### src/rtl/sprite_line_eval.sv
// rtl/sprite_line_eval.sv - per-scanline sprite selector emitting visible sprite slots
module sprite_line_eval #(
    parameter int NUM_SPRITES  = 30,
    parameter int MAX_PER_LINE = 8,
    parameter int SPRITE_LOG2  = 5
) (
    input  logic                   i_clk,
    input  logic                   i_reset_n,
    input  logic                   i_line_start,
    input  logic [9:0]             i_next_line,
    output logic [4:0]             o_desc_idx,
    input  logic [31:0]            i_desc_data,
    output logic                   o_slot_valid,
    input  logic                   i_slot_ready,
    output logic [5:0]             o_slot_image,
    output logic [9:0]             o_slot_x,
    output logic [SPRITE_LOG2-1:0] o_slot_row,
    output logic                   o_busy,
    output logic                   o_line_done,
    output logic [3:0]             o_hit_count,
    output logic                   o_overflow
);

    typedef enum logic [2:0] {S_IDLE, S_FETCH, S_EVAL, S_EMIT, S_DONE} state_t;

    state_t      r_state;
    state_t      w_next;
    logic [9:0]  r_line;
    logic [4:0]  r_idx;
    logic [3:0]  r_hit_count;
    logic        r_overflow;
    logic [5:0]  r_slot_image;
    logic [9:0]  r_slot_x;
    logic [SPRITE_LOG2-1:0] r_slot_row;

    logic [5:0]  w_img;
    logic [9:0]  w_x;
    logic [9:0]  w_y;
    logic [10:0] w_diff;
    logic        w_hit;
    logic        w_room;
    logic        w_last;
    logic        w_advance;
    logic        w_unused_desc;

    assign w_img         = i_desc_data[25:20];
    assign w_x           = i_desc_data[19:10];
    assign w_y           = i_desc_data[9:0];
    assign w_unused_desc = ^i_desc_data[31:26];

    // A negative difference (bit 10) means the sprite starts below this line; no wrap at 1023.
    assign w_diff = {1'b0, r_line} - {1'b0, w_y};
    assign w_hit  = !w_diff[10] && (w_diff[9:SPRITE_LOG2] == '0) && (w_img != 6'd0);
    assign w_room = r_hit_count < 4'(MAX_PER_LINE);
    assign w_last = r_idx == 5'(NUM_SPRITES - 1);

    always_ff @(posedge i_clk or negedge i_reset_n) begin
        if (!i_reset_n) begin
            r_state <= S_IDLE;
        end else begin
            r_state <= w_next;
        end
    end

    always_comb begin
        w_next       = r_state;
        w_advance    = 1'b0;
        o_busy       = 1'b1;
        o_line_done  = 1'b0;
        o_slot_valid = 1'b0;
        case (r_state)
            S_IDLE: begin
                o_busy = 1'b0;
                if (i_line_start) w_next = S_FETCH;
            end
            S_FETCH: w_next = S_EVAL;
            S_EVAL: begin
                if (w_hit && w_room) w_next = S_EMIT;
                else                 w_advance = 1'b1;
            end
            S_EMIT: begin
                o_slot_valid = 1'b1;
                if (i_slot_ready) w_advance = 1'b1;
            end
            S_DONE: begin
                o_line_done = 1'b1;
                w_next      = S_IDLE;
            end
            default: w_next = S_IDLE;
        endcase
        if (w_advance) w_next = w_last ? S_DONE : S_FETCH;
    end

    always_ff @(posedge i_clk or negedge i_reset_n) begin
        if (!i_reset_n) begin
            r_line       <= 10'd0;
            r_idx        <= 5'd0;
            r_hit_count  <= 4'd0;
            r_overflow   <= 1'b0;
            r_slot_image <= 6'd0;
            r_slot_x     <= 10'd0;
            r_slot_row   <= '0;
        end else begin
            if (r_state == S_IDLE && i_line_start) begin
                r_line      <= i_next_line;
                r_idx       <= 5'd0;
                r_hit_count <= 4'd0;
                r_overflow  <= 1'b0;
            end
            if (r_state == S_EVAL && w_hit) begin
                if (w_room) begin
                    r_slot_image <= w_img;
                    r_slot_x     <= w_x;
                    r_slot_row   <= w_diff[SPRITE_LOG2-1:0];
                end else begin
                    r_overflow <= 1'b1;
                end
            end
            // Entry to EMIT requires room, so this increment never passes MAX_PER_LINE.
            if (r_state == S_EMIT && i_slot_ready) r_hit_count <= r_hit_count + 4'd1;
            if (w_advance && !w_last) r_idx <= r_idx + 5'd1;
        end
    end

    assign o_desc_idx   = r_idx;
    assign o_hit_count  = r_hit_count;
    assign o_overflow   = r_overflow;
    assign o_slot_image = r_slot_image;
    assign o_slot_x     = r_slot_x;
    assign o_slot_row   = r_slot_row;

endmodule

### config.mk
export PLATFORM = sky130hd
export DESIGN_NAME = sprite_line_eval
export DESIGN_NICKNAME = d
export VERILOG_FILES = /design/src/rtl/sprite_line_eval.sv
export SDC_FILE = /design/constraint.sdc
export NUM_CORES = 1
export LEC_CHECK = 0
export ABC_AREA = 1
export BUFFER_PORTS_ARGS = -buffer_cell sky130_fd_sc_hd__buf_4
export CORE_MARGIN = 10
export CORE_UTILIZATION = 38
export DETAILED_ROUTE_END_ITERATION = 12
export GPL_TIMING_DRIVEN = 1
export SLEW_MARGIN = 10
export SYNTH_ARGS = -nofsm -noshare
export SYNTH_HDL_FRONTEND = slang
export SYNTH_SLANG_ARGS = --single-unit
### constraint.sdc
create_clock -name i_clk -period 5.2 [get_ports i_clk]
set_input_delay 0.52 -clock i_clk [delete_from_list [all_inputs] [get_ports i_clk]]
set_output_delay 0.52 -clock i_clk [all_outputs]
set_load 0.01 [all_outputs]
Word level (Yosys, flattened, before mapping)

Cells that the tools add are included.

Bits in registers: 44
Bits of input ports: 46
Output and inout port bits: 34
Word-level logic and storage cells: 54

Add/subtract/negate cells: 3
Order comparisons: 1
Eq/ne operators: 8
Multiplexer cells: 18
Reductions and logical operators: 16

Operators with widths:

| kind                | number |
|---|---|
| $mux 3              | 4 |
| $pmux 3 s4          | 1 |
| $sub 10x10->11      | 1 |
| $mux 5              | 2 |
| $mux 1              | 8 |
| $mux 4              | 2 |
| $logic_and 1x1->1   | 7 |
| $eq 3x2->1 const B  | 2 |
| $ne 3x3->1 const B  | 2 |
| $reduce_bool 6->1   | 1 |
| $add 5x1->5 const B | 1 |
| $eq 5x5->1 const B  | 1 |
| $logic_not 5->1     | 1 |
| $add 4x1->4 const B | 1 |
| $lt 4x4->1 const B  | 1 |
| $reduce_bool 2->1   | 2 |
| $eq 3x1->1 const B  | 1 |
| $eq 3x3->1 const B  | 1 |
| $logic_not 3->1     | 1 |
| $reduce_and 3->1    | 1 |
| $logic_not 1->1     | 2 |
| $ne 2x2->1 const B  | 1 |
| $pmux 1 s2          | 1 |
| $reduce_and 2->1    | 1 |

Logic depth before layout (Yosys ltp)

Depth after elaboration: 9
Mapped depth: 17
Mapped depth without buffers: 17

Least setup slack after synthesis

OpenSTA, ideal clock, no wires.

Kind: in2reg
From: input port i_desc_data[0]
To: register r_slot_row[2] (netlist: o_slot_row[2])
Library setup time: 0.121 ns
Arrival time: 2.270 ns
Required time: 5.079 ns
Setup slack: 2.808 ns
Cell stages on the path: 14
Buffers on the path: 1
Cell sequence: ha_1 fa_1 inv_1 nand2_1 nand2_2 nand3_1 nand3_1 nand2_1 nor3_2 and2_4 nand3_2 buf_6 nand2_1 o21ai_2

Cells in the longest elaborated chain, start to end: 6
Elaborated cells on any way between the ends: 7
Classes of those cells: 1 x add/sub; 6 x reduce/logical

RTL lines:

| element                                                   | RTL line | RTL |
|---|---|---|
| start: declaration                                        | 12       | `input logic [31:0] i_desc_data,` |
| $sub 10x10->11 *                                          | 52       | `assign w_diff = {1'b0, r_line} - {1'b0, w_y};` |
| $logic_not 5->1 / $logic_not 1->1 (equally long branches) | 53       | `assign w_hit = !w_diff[10] && (w_diff[9:SPRITE_LOG2] == '0) && (w_img != 6'd0);` |
| $logic_and 1x1->1 (2 in series)                           | 53       |  |
| $logic_and 1x1->1                                         | 110      | `if (r_state == S_EVAL && w_hit) begin` |
| $reduce_and 2->1 (no line)                                | n/a      |  |
| end signal: assignment                                    | 114      | `r_slot_row <= w_diff[SPRITE_LOG2-1:0];` |
| end: declaration                                          | 34       | `logic [SPRITE_LOG2-1:0] r_slot_row;` |

Every way passes the cells marked *; elsewhere a longest branch is shown, timed or not.
A chain may end at the register's enable or synchronous reset.

Worst setup path after layout

From: register r_line[0]
To: register r_slot_row[2] (netlist: o_slot_row[2])

Cells in the longest elaborated chain, start to end: 6
Elaborated cells on any way between the ends: 7
Classes of those cells: 1 x add/sub; 6 x reduce/logical

RTL lines:

| element                                                   | RTL line | RTL |
|---|---|---|
| start: declaration                                        | 28       | `logic [9:0] r_line;` |
| start signal: assignment                                  | 105      | `r_line <= i_next_line;` |
| $sub 10x10->11 *                                          | 52       |  |
| $logic_not 5->1 / $logic_not 1->1 (equally long branches) | 53       |  |
| $logic_and 1x1->1 (2 in series)                           | 53       |  |
| $logic_and 1x1->1                                         | 110      |  |
| $reduce_and 2->1 (no line)                                | n/a      |  |

Marked as above.

==> out/results.tsv <==
metric	value	unit
Syn Nets	375	
Ant. Diodes	0	
final setup TNS	0	ns
Final Slew Violations	0	
WP data arrival	2.89	ns
Root Driver	clkbuf_8	
hold crit path type	in2async	
largest net degree at the start of global routing	45	
Worst Path Required	5.38	ns
Hold Vio Cnt, Final	0	
fmax	0.369	GHz
CP Cell Sequence	inv_1 > ha_1 > fa_1 > inv_1 > nand2_1 > nand2_2 > nand3_1 > nand3_1 > nand2_1 > nor3_2 > and2_4 > nand3_2 > nand2_1 > o21ai_2	
non-filler cells, final	469	
total power divided by cell area	206	mW/mm²
vias in the first global route	2198	
final setup fails	0	
r2r worst-path depth	14	
CTS Hold Buffers Added	0	
CP max stage cell	nand3_2	
Ys Warns	0	
sequential fraction of the synthesis area	0.434	
Via Count	2209	
normalized max-slew margin	0.428	
commonest non-fill, non-tap cell in the layout	nand2_1	
Final Net Count	451	
total setup buffers inserted after CTS	0	
initial antenna violation count	0	
Crit Path Category	reg2reg	
clk_lat worst skew	0.30	ns
GRT Overall Usage	0.115	
Wirelength per Cell	12.8	µm
Yosys reg bits	44	
fin area	0.00326	mm²
HPWL after DPL	4.70	mm
DRC errors left	0	
most used cell, CP	nand2_1	
period utilisation layout	0.521	
die area	0.0104	mm²
Die H	102	µm
CTS tree	built	
router iterations before antenna repair	4	
total power	0.670	mW
Port Buffers	73	
starting density of the core	0.395	
gpl congestion	0.850	
# IOs	80	
post-placement cell count	461	
CTS Buf Count	5	
Final Critical Period	2.71	ns
element type at the critical path end	flop	
CP startpoint kind	flop	
Post-Route WL	5.98	mm
post-route setup slack	2.49	ns
Setup Skew	0.00548	ns
first-pass GRT wire length	9.90	mm
Critical Path Fanout Max	24	
Fill cells	642	
clock-pin transition on the worst setup and hold timing paths	0.09	ns
post-route ant nets	0	
Max-Cap Viols	0	
Post-Syn Instances	315	
slowest cell delay on critical path	0.42	ns
Placed Area	0.00314	mm²
Die Wd	102	µm
dpl ws	2.18	ns
Least-Margin Pin Slew	0.856	ns
H-tree depth	2	
Clock Tree Buf Depth	2	
Starting DRT DRC Count	65	
maximum VDD drop	122	µV
Netlist cell types	31	
average cell area after synthesis	8.06	µm²
most frequent cells in the layout	nand2_1 (113), buf_4 (73), dfrtp_1 (44), inv_1 (41), nand3_1 (26)	
share of cells above drive strength 1	0.265	
Layout area overhead	28.3	%
CORE AREA	0.00642	mm²
worst hold slack	0.198	ns
site row count	29	
Final Util	0.507	
Mapped Area	0.00254	mm²
Vias/cell	4.71	
CTS sink count	44	
post-CTS resize count	0	
status	finished clean	
Leak Pwr	1.91	nW
total gr overflow	0	
RSZ-0062 raised after global routing	false	
cell usage after synthesis:
| master | instances | area share |
|---|---|---|
| xnor2_1 | 5 | 0.017 |
| nand3_2 | 2 | 0.0079 |
| dfrtp_1 | 44 | 0.43 |
| fa_1 | 1 | 0.0079 |
| a21oi_1 | 7 | 0.014 |
| buf_6 | 2 | 0.0089 |
| inv_1 | 41 | 0.061 |
| nand4_1 | 2 | 0.0049 |
| and2_4 | 1 | 0.0035 |
| or2_4 | 1 | 0.0035 |
| nor2_1 | 18 | 0.027 |
| ha_1 | 13 | 0.064 |
| nand2_1 | 113 | 0.17 |
| nand3b_1 | 2 | 0.0059 |
| nand3_1 | 26 | 0.051 |
| nor3_2 | 1 | 0.0039 |
| nand2_2 | 3 | 0.0074 |
| nand2_4 | 1 | 0.0044 |
| nor2_8 | 1 | 0.0079 |
| o21ai_0 | 5 | 0.0099 |
| or2_1 | 1 | 0.0025 |
| mux2_2 | 8 | 0.035 |
| xor2_1 | 3 | 0.010 |
| nor3_1 | 3 | 0.0059 |
| clkinv_1 | 1 | 0.0015 |
| o22ai_1 | 1 | 0.0025 |
| o21ai_2 | 5 | 0.017 |
| clkbuf_1 | 1 | 0.0015 |
| o21bai_1 | 1 | 0.0030 |
| a32o_1 | 1 | 0.0039 |
| buf_8 | 1 | 0.0059 |
area by class of cell:
cell class / count / area [µm²] / area share
sequential: 44 / 1100 / 0.338
clock inverter: 3 / 46.3 / 0.0142
tap: 77 / 96.3 / 0.0296
timing repair buffer: 73 / 548 / 0.168
inverter: 42 / 158 / 0.0484
multi-input combinational: 225 / 1240 / 0.380
clock buffer: 5 / 68.8 / 0.0211
critical path, delay by kind of cell, from the launching register on:
family,cells,cell delay (ns)
buffers and inverters,2,0.17
AO/OA/AOI/OAI,1,0.07
AND/OR/NAND/NOR,9,1.42
adder cells (fa/ha/maj),2,0.61
flip-flops,1,0.33
worst paths after layout:
kind                                 start            end  slack [ns]
setup / recovery                 r_line[0]  o_slot_row[2]        2.49
min in group i_clk         i_desc_data[12]    o_slot_x[2]        0.41
setup reg to reg                 r_line[0]  o_slot_row[2]        2.49
max in group asynchronous        i_reset_n      r_line[7]        4.61
hold reg to reg                o_slot_x[1]    o_slot_x[1]        0.48
hold / removal                   i_reset_n      r_line[2]        0.20
cells by family (layout without fill, tap and decap cells):
logic type      count (synthesis)  count (layout)  share of synthesized area
simple gates                  175             175                      0.303
fa+ha+maj                      14              14                     0.0720
buf+inv                        46             123                     0.0784
compound gates                 20              20                     0.0503
mux                             8               8                     0.0355
xor+xnor                        8               8                     0.0276
flops                          44              44                      0.434
where the power goes:
part           total (mW)  switching [mW]  internal [mW]
registers           0.342       0.0000191          0.342
logic              0.0555          0.0272         0.0283
clock network       0.273           0.128          0.145
layer usage:
metal	up-vias	track usage	wire (µm)
met1	990	0.151	2870
li1	1138	-	-
met3	6	0.0395	559
met5	-	0	0
met4	0	0.0330	50
met2	75	0.177	2510
registers in the layout (all words and copies together), names as in the netlist:
name / count
o_desc_idx: 5
o_hit_count: 4
o_overflow: 1
o_slot_image: 6
o_slot_row: 5
o_slot_x: 10
r_line: 10
r_state: 3
Note: power is estimated with default switching activity, not from simulation.
